<file path="src/rtl/dealer_pkg.sv">
`default_nettype none
// ============================================================================
//  Module   : dealer_pkg
//  Purpose  : Shared constants and state encoding for the card dealer.
//             Deck geometry (52 cards, 13 ranks), face-card point value and
//             the IDLE / PROBE / DONE dealer state codes.
//  Revision : 1.0  initial release
// ============================================================================
package dealer_pkg;

    // Deck geometry; sized to the 6-bit card index so comparisons stay
    // width-matched against idx registers.
    localparam logic [5:0] DECK_SIZE   = 6'd52;
    localparam logic [5:0] RANKS       = 6'd13;
    localparam logic [5:0] LAST_IDX    = DECK_SIZE - 6'd1;
    localparam logic [3:0] FACE_POINTS = 4'd10;

    // Dealer state encoding
    localparam int         STATE_W  = 2;
    localparam logic [1:0] ST_IDLE  = 2'd0;
    localparam logic [1:0] ST_PROBE = 2'd1;
    localparam logic [1:0] ST_DONE  = 2'd2;

endpackage
`default_nettype wire

</file>
<file path="src/rtl/card_decode.sv">
`default_nettype none
// ============================================================================
//  Module   : card_decode
//  Purpose  : Combinational card decoder. Maps a deck index 0..51 to its
//             rank (1..13), blackjack points (rank, or 10 for J/Q/K) and
//             suit (index / 13).
//  Ports    : i_idx    [5:0]  deck index, 0..51
//             o_rank   [3:0]  rank 1..13 (1 = Ace, 11..13 = J,Q,K)
//             o_points [3:0]  blackjack point value
//             o_suit   [1:0]  suit 0..3
//  Revision : 1.0  initial release
// ============================================================================
module card_decode
    import dealer_pkg::*;
(
    input  logic [5:0] i_idx,
    output logic [3:0] o_rank,
    output logic [3:0] o_points,
    output logic [1:0] o_suit
);

    localparam logic [5:0] c_SUIT1_BASE = RANKS;
    localparam logic [5:0] c_SUIT2_BASE = RANKS + RANKS;
    localparam logic [5:0] c_SUIT3_BASE = c_SUIT2_BASE + RANKS;

    logic [5:0] w_rem;

    // Division by 13 over a 0..51 range reduces to three threshold compares.
    always_comb begin
        o_suit = 2'd0;
        w_rem  = i_idx;
        if (i_idx >= c_SUIT3_BASE) begin
            o_suit = 2'd3;
            w_rem  = i_idx - c_SUIT3_BASE;
        end else if (i_idx >= c_SUIT2_BASE) begin
            o_suit = 2'd2;
            w_rem  = i_idx - c_SUIT2_BASE;
        end else if (i_idx >= c_SUIT1_BASE) begin
            o_suit = 2'd1;
            w_rem  = i_idx - c_SUIT1_BASE;
        end
        // Remainder is 0..12, so the low nibble carries it exactly.
        o_rank   = 4'(w_rem) + 4'd1;
        o_points = (o_rank > FACE_POINTS) ? FACE_POINTS : o_rank;
    end

endmodule
`default_nettype wire

</file>
<file path="src/rtl/card_dealer.sv">
`default_nettype none
// ============================================================================
//  Module   : card_dealer
//  Purpose  : Deals one card per draw request from a single 52-card deck
//             with no repeats. The free-running seed counter is sampled on
//             an accepted draw, folded to 0..51, and collisions with already
//             dealt cards are resolved by linear probing (one mask bit per
//             cycle, wrapping 51 -> 0).
//  Ports    : clk_50M       system clock
//             i_Reset       synchronous active-high reset
//             i_Seed        counter value, only bits [5:0] used
//             i_Draw        draw request, honoured in IDLE only
//             i_Shuffle     return all cards to the deck (aborts a draw)
//             o_Card        rank 1..13
//             o_Value       blackjack points
//             o_Valid       one-cycle pulse when a new card is presented
//             o_Busy        high while probing
//             o_Empty       high when no cards remain
//             o_CardsLeft   cards remaining, 0..52
//             o_Suit        suit 0..3 (only with CARD_DEALER_SUIT_EN)
//  Options  : `define CARD_DEALER_SUIT_EN to add the o_Suit output.
//  Revision : 1.0  initial release
// ============================================================================
module card_dealer
    import dealer_pkg::*;
#(
    parameter int WIDTH = 12
) (
    input  logic             clk_50M,
    input  logic             i_Reset,
    input  logic [WIDTH-1:0] i_Seed,
    input  logic             i_Draw,
    input  logic             i_Shuffle,
    output logic [3:0]       o_Card,
    output logic [3:0]       o_Value,
    output logic             o_Valid,
    output logic             o_Busy,
    output logic             o_Empty,
`ifdef CARD_DEALER_SUIT_EN
    output logic [1:0]       o_Suit,
`endif
    output logic [5:0]       o_CardsLeft
);

    logic [STATE_W-1:0] r_state_q;
    logic [STATE_W-1:0] w_state_d;
    logic [5:0]         r_idx_q;
    logic [51:0]        r_mask_q;
    logic [3:0]         r_card_q;
    logic [3:0]         r_value_q;
    logic [5:0]         r_left_q;
    logic               r_empty_q;

    logic [5:0]         w_seed_lo;
    logic [5:0]         w_fold_idx;
    logic [5:0]         w_next_idx;
    logic               w_hit;
    logic               w_accept;
    logic [3:0]         w_dec_rank;
    logic [3:0]         w_dec_points;
    logic [1:0]         w_dec_suit;

    // Upper seed bits carry no information for the deal.
    generate
        if (WIDTH > 6) begin : g_seed_hi
            logic w_seed_hi_unused;
            assign w_seed_hi_unused = ^i_Seed[WIDTH-1:6];
        end
    endgenerate

    // Fold 0..63 onto 0..51 with a single conditional subtract.
    assign w_seed_lo  = i_Seed[5:0];
    assign w_fold_idx = (w_seed_lo >= DECK_SIZE) ? (w_seed_lo - DECK_SIZE) : w_seed_lo;

    assign w_hit      = ~r_mask_q[r_idx_q];
    assign w_next_idx = (r_idx_q == LAST_IDX) ? 6'd0 : (r_idx_q + 6'd1);
    // Entry requires a card to remain, which bounds the probe to 52 cycles.
    assign w_accept   = i_Draw & ~r_empty_q;

    card_decode u_card_decode (
        .i_idx    (r_idx_q),
        .o_rank   (w_dec_rank),
        .o_points (w_dec_points),
        .o_suit   (w_dec_suit)
    );

    // ------------------------------------------------------------------
    // State register
    // ------------------------------------------------------------------
    always_ff @(posedge clk_50M) begin
        if (i_Reset) begin
            r_state_q <= ST_IDLE;
        end else begin
            r_state_q <= w_state_d;
        end
    end

    // ------------------------------------------------------------------
    // Next-state logic; shuffle overrides any in-flight draw.
    // ------------------------------------------------------------------
    always_comb begin
        w_state_d = r_state_q;
        if (i_Shuffle) begin
            w_state_d = ST_IDLE;
        end else begin
            case (r_state_q)
                ST_IDLE:  if (w_accept) w_state_d = ST_PROBE;
                ST_PROBE: if (w_hit)    w_state_d = ST_DONE;
                ST_DONE:                w_state_d = ST_IDLE;
                default:                w_state_d = ST_IDLE;
            endcase
        end
    end

    // ------------------------------------------------------------------
    // Output decode
    // ------------------------------------------------------------------
    always_comb begin
        o_Valid = (r_state_q == ST_DONE);
        o_Busy  = (r_state_q == ST_PROBE);
    end

    // ------------------------------------------------------------------
    // Datapath: probe index, used-mask, dealt card and remaining count
    // ------------------------------------------------------------------
    always_ff @(posedge clk_50M) begin
        if (i_Reset) begin
            r_idx_q   <= 6'd0;
            r_mask_q  <= '0;
            r_card_q  <= 4'd0;
            r_value_q <= 4'd0;
            r_left_q  <= DECK_SIZE;
            r_empty_q <= 1'b0;
        end else if (i_Shuffle) begin
            // Card/value outputs deliberately keep the last dealt card.
            r_mask_q  <= '0;
            r_left_q  <= DECK_SIZE;
            r_empty_q <= 1'b0;
        end else begin
            case (r_state_q)
                ST_IDLE: begin
                    if (w_accept) begin
                        r_idx_q <= w_fold_idx;
                    end
                end
                ST_PROBE: begin
                    if (w_hit) begin
                        r_mask_q[r_idx_q] <= 1'b1;
                        r_card_q          <= w_dec_rank;
                        r_value_q         <= w_dec_points;
                        r_left_q          <= r_left_q - 6'd1;
                        r_empty_q         <= (r_left_q == 6'd1);
                    end else begin
                        r_idx_q <= w_next_idx;
                    end
                end
                default: ;
            endcase
        end
    end

`ifdef CARD_DEALER_SUIT_EN
    logic [1:0] r_suit_q;

    always_ff @(posedge clk_50M) begin
        if (i_Reset) begin
            r_suit_q <= 2'd0;
        end else if (!i_Shuffle && (r_state_q == ST_PROBE) && w_hit) begin
            r_suit_q <= w_dec_suit;
        end
    end

    assign o_Suit = r_suit_q;
`else
    logic w_suit_unused;
    assign w_suit_unused = ^w_dec_suit;
`endif

    assign o_Card      = r_card_q;
    assign o_Value     = r_value_q;
    assign o_CardsLeft = r_left_q;
    assign o_Empty     = r_empty_q;

endmodule
`default_nettype wire
</file>
<file path="config.mk">
export PLATFORM = sky130hd
export DESIGN_NAME = card_dealer
export DESIGN_NICKNAME = d
export VERILOG_FILES = /design/src/rtl/dealer_pkg.sv /design/src/rtl/card_decode.sv /design/src/rtl/card_dealer.sv
export SDC_FILE = /design/constraint.sdc
export NUM_CORES = 1
export LEC_CHECK = 0
export CORE_ASPECT_RATIO = 0.7
export CORE_UTILIZATION = 40
export DETAILED_ROUTE_END_ITERATION = 12
export SYNTH_ARGS = -nofsm -noshare
export SYNTH_HDL_FRONTEND = slang
export SYNTH_SLANG_ARGS = --single-unit
</file>
<file path="constraint.sdc">
create_clock -name clk_50M -period 6.35 [get_ports clk_50M]
set_input_delay 1.27 -clock clk_50M [delete_from_list [all_inputs] [get_ports clk_50M]]
set_output_delay 1.27 -clock clk_50M [all_outputs]
set_load 0.005 [all_outputs]
</file>
==> results.json <==
{
  "synthCells": 468,
  "peakVddDrop_v": 0.0001788,
  "drt-total-wl_mm": 10.57,
  "async_flop_share_pct": 0,
  "p_switching_uw": 307.0,
  "ys_types": 59,
  "setup_viol": 0,
  "die-width_um": 120.9,
  "grtUsageTotal_pct": 22.12,
  "ys_seq_area_share_pct": 37.94,
  "drive_gt1_share_pct": 6.653,
  "hp-class": "flip-flop to flip-flop",
  "min_period_ps": 4444,
  "clkPwrFrac_pct": 43.9,
  "p_leak_uw": 0.001550,
  "ys_ff_latch": 75,
  "die_area_sq_mm": 0.01030,
  "grt_pass1_vias": 3368,
  "syn2layout_area_growth_pct": 14.86,
  "syn_area_sq_mm": 0.003958,
  "crit_fanout": 25,
  "cts_buffer_depth": 2,
  "drt_iter0_drc": 308,
  "cts_hold_buffers": 0,
  "hold_depth": 2,
  "final_nets": 506,
  "vias": 3582,
  "cp-end-kind": "flip-flop",
  "post_cts_resize_count": 0,
  "die_height_um": 85.22,
  "pwr-share-seq_pct": 42.9,
  "synth-edff-count": 0,
  "cts.sinks": 75,
  "p_per_area_mw_per_mm2": 253.2,
  "first_pass_iters": 5,
  "rsz0062_at_grt": "false",
  "rows": 29,
  "p_total_uw": 1151,
  "drc_errors": 0,
  "maxSlewViolCount": 0,
  "routabilityCongestion": 0.8307,
  "swShare_pct": 26.67,
  "start_util_pct": 42.44,
  "internal-power_uw": 844.1,
  "dp_hpwl_mm": 7.412,
  "n_fill_cell": 889,
  "critPathRequiredTime_ps": 6600,
  "power.share.combinational_pct": 13.2,
  "ant_nets": 0,
  "tightest_slew_ps": 970.7,
  "critPathLaunchType": "flip-flop",
  "cts_buffers": 9,
  "synthFlopType": "dfxtp_1",
  "status": "complete, no violations",
  "port_buffers": 26,
  "grt_max_degree": 35,
  "cts_max_level": 3,
  "clock_skew_ps": 7.726,
  "wire_per_inst_um": 17.47,
  "cts_tree": "built",
  "r2r_slack_ps": 1910,
  "synth.net_count": 498,
  "maxCapViolCount": 0,
  "clkSlewWorstSetupHoldPaths_ps": 60,
  "cp.arrival_ps": 4690,
  "overflow": 0,
  "viasPerCell": 5.921,
  "timing_hold_violations_final": 0,
  "tns_ps": 0,
  "insertion_delay_ps": 330,
  "core_sq_mm": 0.009325,
  "worst-setup-path-type": "flip-flop to flip-flop",
  "syn_avg_cell_area_sq_um": 8.456,
  "worstRegToRegCells": 13,
  "io_pins": 33,
  "slew_headroom_pct": 35.05,
  "max_freq_ghz": 0.2250,
  "cts_setup_buffers": 0,
  "grt_pass1_wl_mm": 17.57,
  "root_buffer": "clkbuf_16",
  "ys_warn_count": 0,
  "num_antenna_cells": 0,
  "antenna_found_initial": 0,
  "finalCritPeriodShare_pct": 69.98
}
metrics by stage:
| step | cells | worst slack [ps] | util (%) | area [sq um] | hold WS, ps |
|---|---|---|---|---|---|
| 4_1_cts | 605 | 1937 | 48.75 | 4546 | 458.4 |
| 3_5_place_dp | 589 | 1954 | 45.58 | 4250 | 451.2 |
| 2_1_floorplan | 468 | 2893 | - | 3958 | 424.9 |
| 6_report | 605 | 1906 | 48.75 | 4546 | 454.0 |
| 3_3_place_gp | 589 | 2080 | 45.58 | 4250 | 435.1 |
| 5_1_grt | 605 | 1513 | 48.75 | 4546 | 483.8 |
power groups by stage:
| stage | clock [uW] | combinational (uW) | sequential (uW) |
|---|---|---|---|
| final | 505 | 152 | 494 |
| after detailed placement | 0 | 150 | 504 |
| after global placement | 0 | 148 | 504 |
| after floorplan | 0 | 115 | 492 |
| after global routing | 535 | 167 | 496 |
| after CTS | 515 | 150 | 494 |
layout make-up:
class	count	area (sq um)	share of cell area (%)
Clock buffer	11	242.7	5.340
Clock inverter	5	52.55	1.156
Inverter	16	60.06	1.321
Multi-Input combinational cell	344	2243	49.35
Sequential cell	75	1501	33.03
Tap cell	124	155.1	3.413
Timing Repair Buffer	30	290.3	6.386
routing by layer:
layer  up-vias  part of all wire (%)  global-route usage [%]  wire length (um)
met5         -                     0                       0                 0
met4         0                   1.1                   6.173               116
met3        10                   7.3                   5.376               769
met2       131                    42                   31.38              4397
met1      1727                    50                   32.85              5286
li1       1714                     -                       -                 -
cell usage after synthesis (7+ instances only):
| cell | count | area [sq um] |
|---|---|---|
| inv_1 | 16 | 60.06 |
| a41oi_1 | 9 | 78.83 |
| buf_2 | 7 | 35.03 |
| ha_1 | 14 | 175.2 |
| nor2b_1 | 8 | 50.05 |
| a21oi_1 | 26 | 130.1 |
| clkbuf_1 | 21 | 78.83 |
| a211oi_1 | 10 | 75.07 |
| o21ai_0 | 12 | 60.06 |
| a22oi_1 | 7 | 52.55 |
| dfxtp_1 | 75 | 1501 |
| mux2i_1 | 24 | 240.2 |
| nor3_1 | 34 | 170.2 |
| nand2_1 | 32 | 120.1 |
| a31oi_1 | 12 | 75.07 |
| o21a_1 | 32 | 240.2 |
| nand3_1 | 16 | 80.08 |
| nor2_1 | 45 | 168.9 |
final timing paths:
kind / start / endpoint
setup / recovery: r_idx_q[0] / o_Value[0]
hold / removal: r_mask_q[20] / r_mask_q[20]
setup reg to reg: r_idx_q[0] / o_Value[0]
hold reg to reg: r_mask_q[20] / r_mask_q[20]
kinds of logic (layout without fill, tap and decap cells):
family | after synthesis | count (layout) | share of synthesized area, %
AOI/OAI and AO/OA | 133 | 133 | 23.30
xor gates and xnor gates | 3 | 3 | 0.6640
buffers and inverters | 49 | 62 | 5.438
and+or+nand+nor | 167 | 167 | 20.65
adders and majority gates | 14 | 14 | 4.426
DFF | 75 | 75 | 37.94
muxes | 27 | 27 | 7.588
sequential cells by signal, indices dropped and copies added, names as in the netlist:
register	flops
o_CardsLeft	6
r_mask_q	52
o_Empty	1
r_idx_q	6
o_Value	4
r_state_q	2
o_Card	4
worst max-delay path: stages, from the launching register on:
cell      delay, ps
dfxtp_1         870
inv_1           370
ha_1            350
nor2b_1         140
o21ai_1         300
a21oi_1         120
a221oi_1        550
inv_1           110
ha_1            230
or2_2           300
o211ai_1        280
o21ai_0         150
a2111o_1        450
a21oi_1         130
cells in the final DEF (no fill, tap or decap), types with 14 or more instances in the layout:
cell type        count
o21a_1              32
nor2_1              44
a21oi_1             26
mux2i_1             24
clkdlybuf4s50_1     26
dfxtp_1             75
nand3_1             16
inv_1               16
nand2_1             32
nor3_1              34
ha_1                14
Note: power is estimated with default switching activity, not from simulation.
==> variant: new RTL, same settings <==
Build with the macro `CARD_DEALER_SUIT_EN` defined.
--- a/src/rtl/card_dealer.sv
+++ b/src/rtl/card_dealer.sv
@@ -22,4 +22,6 @@
 //  Revision : 1.0  initial release
 // ============================================================================
+`define CARD_DEALER_SUIT_EN
+
 module card_dealer
     import dealer_pkg::*;
Behaviour (old outputs only; new: o_Suit): unchanged (Yosys induction, for registers that start in step).
==> variant against the original RTL <==
  * Synthesized area is 0.85% lower
  * Maximum frequency is 17% higher
  * Synthesized cell count is 1.7% lower
  * Sequential cell count increased by 2
  * Wire length decreased by 3.6%
  * Hold slack better by 0.0083 ns
  * Count of clock-buffer cells in the layout is the same
  * Final area fell by 0.25%
  * Setup slack better by 0.63 ns
  * Power up 5.1%
  * Critical path type unchanged
  * Largest power group unchanged
==> variant: results (changes against the original RTL) <==
Share of cells above drive strength 1 = 7.07% (was 6.65%)
Pin count of the biggest net entering global routing = 59 (was 35)
DR WL/cell = 17.2 um (was 17.5 um)
Worst skew pair latency = 0.34 ns
CTS buffer count = 9 (unchanged)
Vias in the first global route = 3266 (was 3368)
Biggest register = r_mask_q (unchanged)
Synth top area cells = dfxtp_1 (39%), a31oi_1 (9.1%), nor2_1 (7.4%) (was dfxtp_1 (38%), mux2i_1 (6.1%), o21a_1 (6.1%))
Main synth FF type = dfxtp_1 (unchanged)
Fill count = 944 (was 889)
Post-synth cell types = 55 (was 59)
First-pass GRT wire length = 17000 um (was 17600 um)
Hold WC Path Type = flip-flop to flip-flop (unchanged)
Post-CTS Setup Bufs = 0 (unchanged)
Cell leakage power = 1.60 nW (was 1.55 nW)
Worst-path clk slew = 0.06 ns (about the same)
CP max FO = 16 (was 25)
HPWL after DPL = 6850 um (was 7410 um)
Clock Skew = 0.00494 ns (was 0.00773 ns)
Register area share after synthesis = 39.3% (was 37.9%)
DR top layer = met4 (unchanged)
Post-synth top cells = dfxtp_1 (77), nor2_1 (77), a31oi_1 (57), mux2i_1 (26), clkbuf_1 (21) (was dfxtp_1 (75), nor2_1 (45), nor3_1 (34), nand2_1 (32), o21a_1 (32))
Gpl congestion = 0.821 (was 0.831)
Post-cts resize count = 0 (unchanged)
Post-synth EDFFs = 0 (unchanged)
Clock Tree Root = clkbuf_16 (unchanged)
Pre-antenna DRT Iters = 4 (was 5)
XOR/XNOR share of the synthesized area = 1.56% (was 0.664%)
Worst ir drop on vdd = 0.000145 V (was 0.000179 V)
GR Util All Layers = 21.4% (was 22.1%)
Routed met1 length = 5200 um (was 5290 um)
CP max stage delay = 0.86 ns
WL met3 = 612 um (was 769 um)
Routed met2 length = 4250 um (was 4400 um)
Ys async rst share = 0% (unchanged)
Port buffer count = 28 (was 26)
Fin nets = 492 (was 506)
Status = finished clean (unchanged)
Crit-path leading delay family = simple AND/OR/NAND/NOR gates (was compound AO/OA/AOI/OAI gates)
Post-route setup TNS = 0 ns (unchanged)
Clock Tree Buf Depth = 2 (unchanged)
Initial DRC Count = 236 (was 308)
Antenna cell count = 0 (unchanged)
Fraction of the mapped netlist area in compound gates = 20.8% (was 23.3%)
Max reg flops = 52 (unchanged)
Actual slew at the worst max-slew pin = 1.09 ns (was 0.971 ns)
CP max-delay cell = dfxtp_1 (unchanged)
Multiplexer area fraction after synthesis = 8.35% (was 7.59%)
Synth Area in Adders = 4.46% (was 4.43%)
Number of vias in the routed layout = 3403 (was 3582)
Initial antenna violation count = 0 (unchanged)
Arrival @ worst endpoint = 4.06 ns (was 4.69 ns)
Yosys warnings = 0 (unchanged)
H-tree level count = 3 (unchanged)
## variant: power breakdown
part | total, mW | internal [mW] | switching [mW]
combinational | 0.137 | 0.0519 | 0.0849
sequential | 0.505 | 0.489 | 0.0160
clock | 0.568 | 0.366 | 0.202
## variant: layout make-up
class | count | area [um^2] | area share (%)
Timing Repair Buffer | 30 | 295 | 6.51
Clock inverter | 5 | 81.3 | 1.79
Inverter | 16 | 60.1 | 1.32
Multi-Input combinational cell | 328 | 2150 | 47.4
Sequential cell | 77 | 1540 | 34.0
Clock buffer | 11 | 253 | 5.57
Tap cell | 124 | 155 | 3.42
## variant: metal layers
| metal | GRT usage, % | vias up |
|---|---|---|
| li1 | - | 1662 |
| met1 | 32.5 | 1636 |
| met2 | 29.3 | 91 |
| met3 | 5.51 | 14 |
| met4 | 6.06 | 0 |
| met5 | 0 | - |
## variant: final timing paths
check / start / to / slack [ns] / depth (start not counted)
setup reg to reg: r_idx_q[1] / o_Value[2] / 2.54 / 10
hold reg to reg: r_state_q[1] / r_state_q[0] / 0.46 / 1
hold / removal: r_state_q[1] / r_state_q[0] / 0.46 / 1
setup / recovery: r_idx_q[1] / o_Value[2] / 2.54 / 10
## variant: cell families (layout without fill, tap and decap cells)
kind of cell    count (synthesis)  count (layout)
compound gates                121             121
xor+xnor                        7               7
fa+ha+maj                      14              14
buf+inv                        55              62
flops                          77              77
mux                            31              31
simple gates                  155             155
## variant: per-stage QoR
step,cell area (um^2),instances,hold WS (ns),setup slack (ns),util (%)
final,4530,591,0.462,2.54,48.8
after global routing,4530,591,0.495,2.27,48.8
after CTS,4530,591,0.465,2.55,48.8
after detailed placement,4200,575,0.454,2.58,45.2
after global placement,4200,575,0.441,2.62,45.2
after floorplan,3920,460,0.428,3.28,-
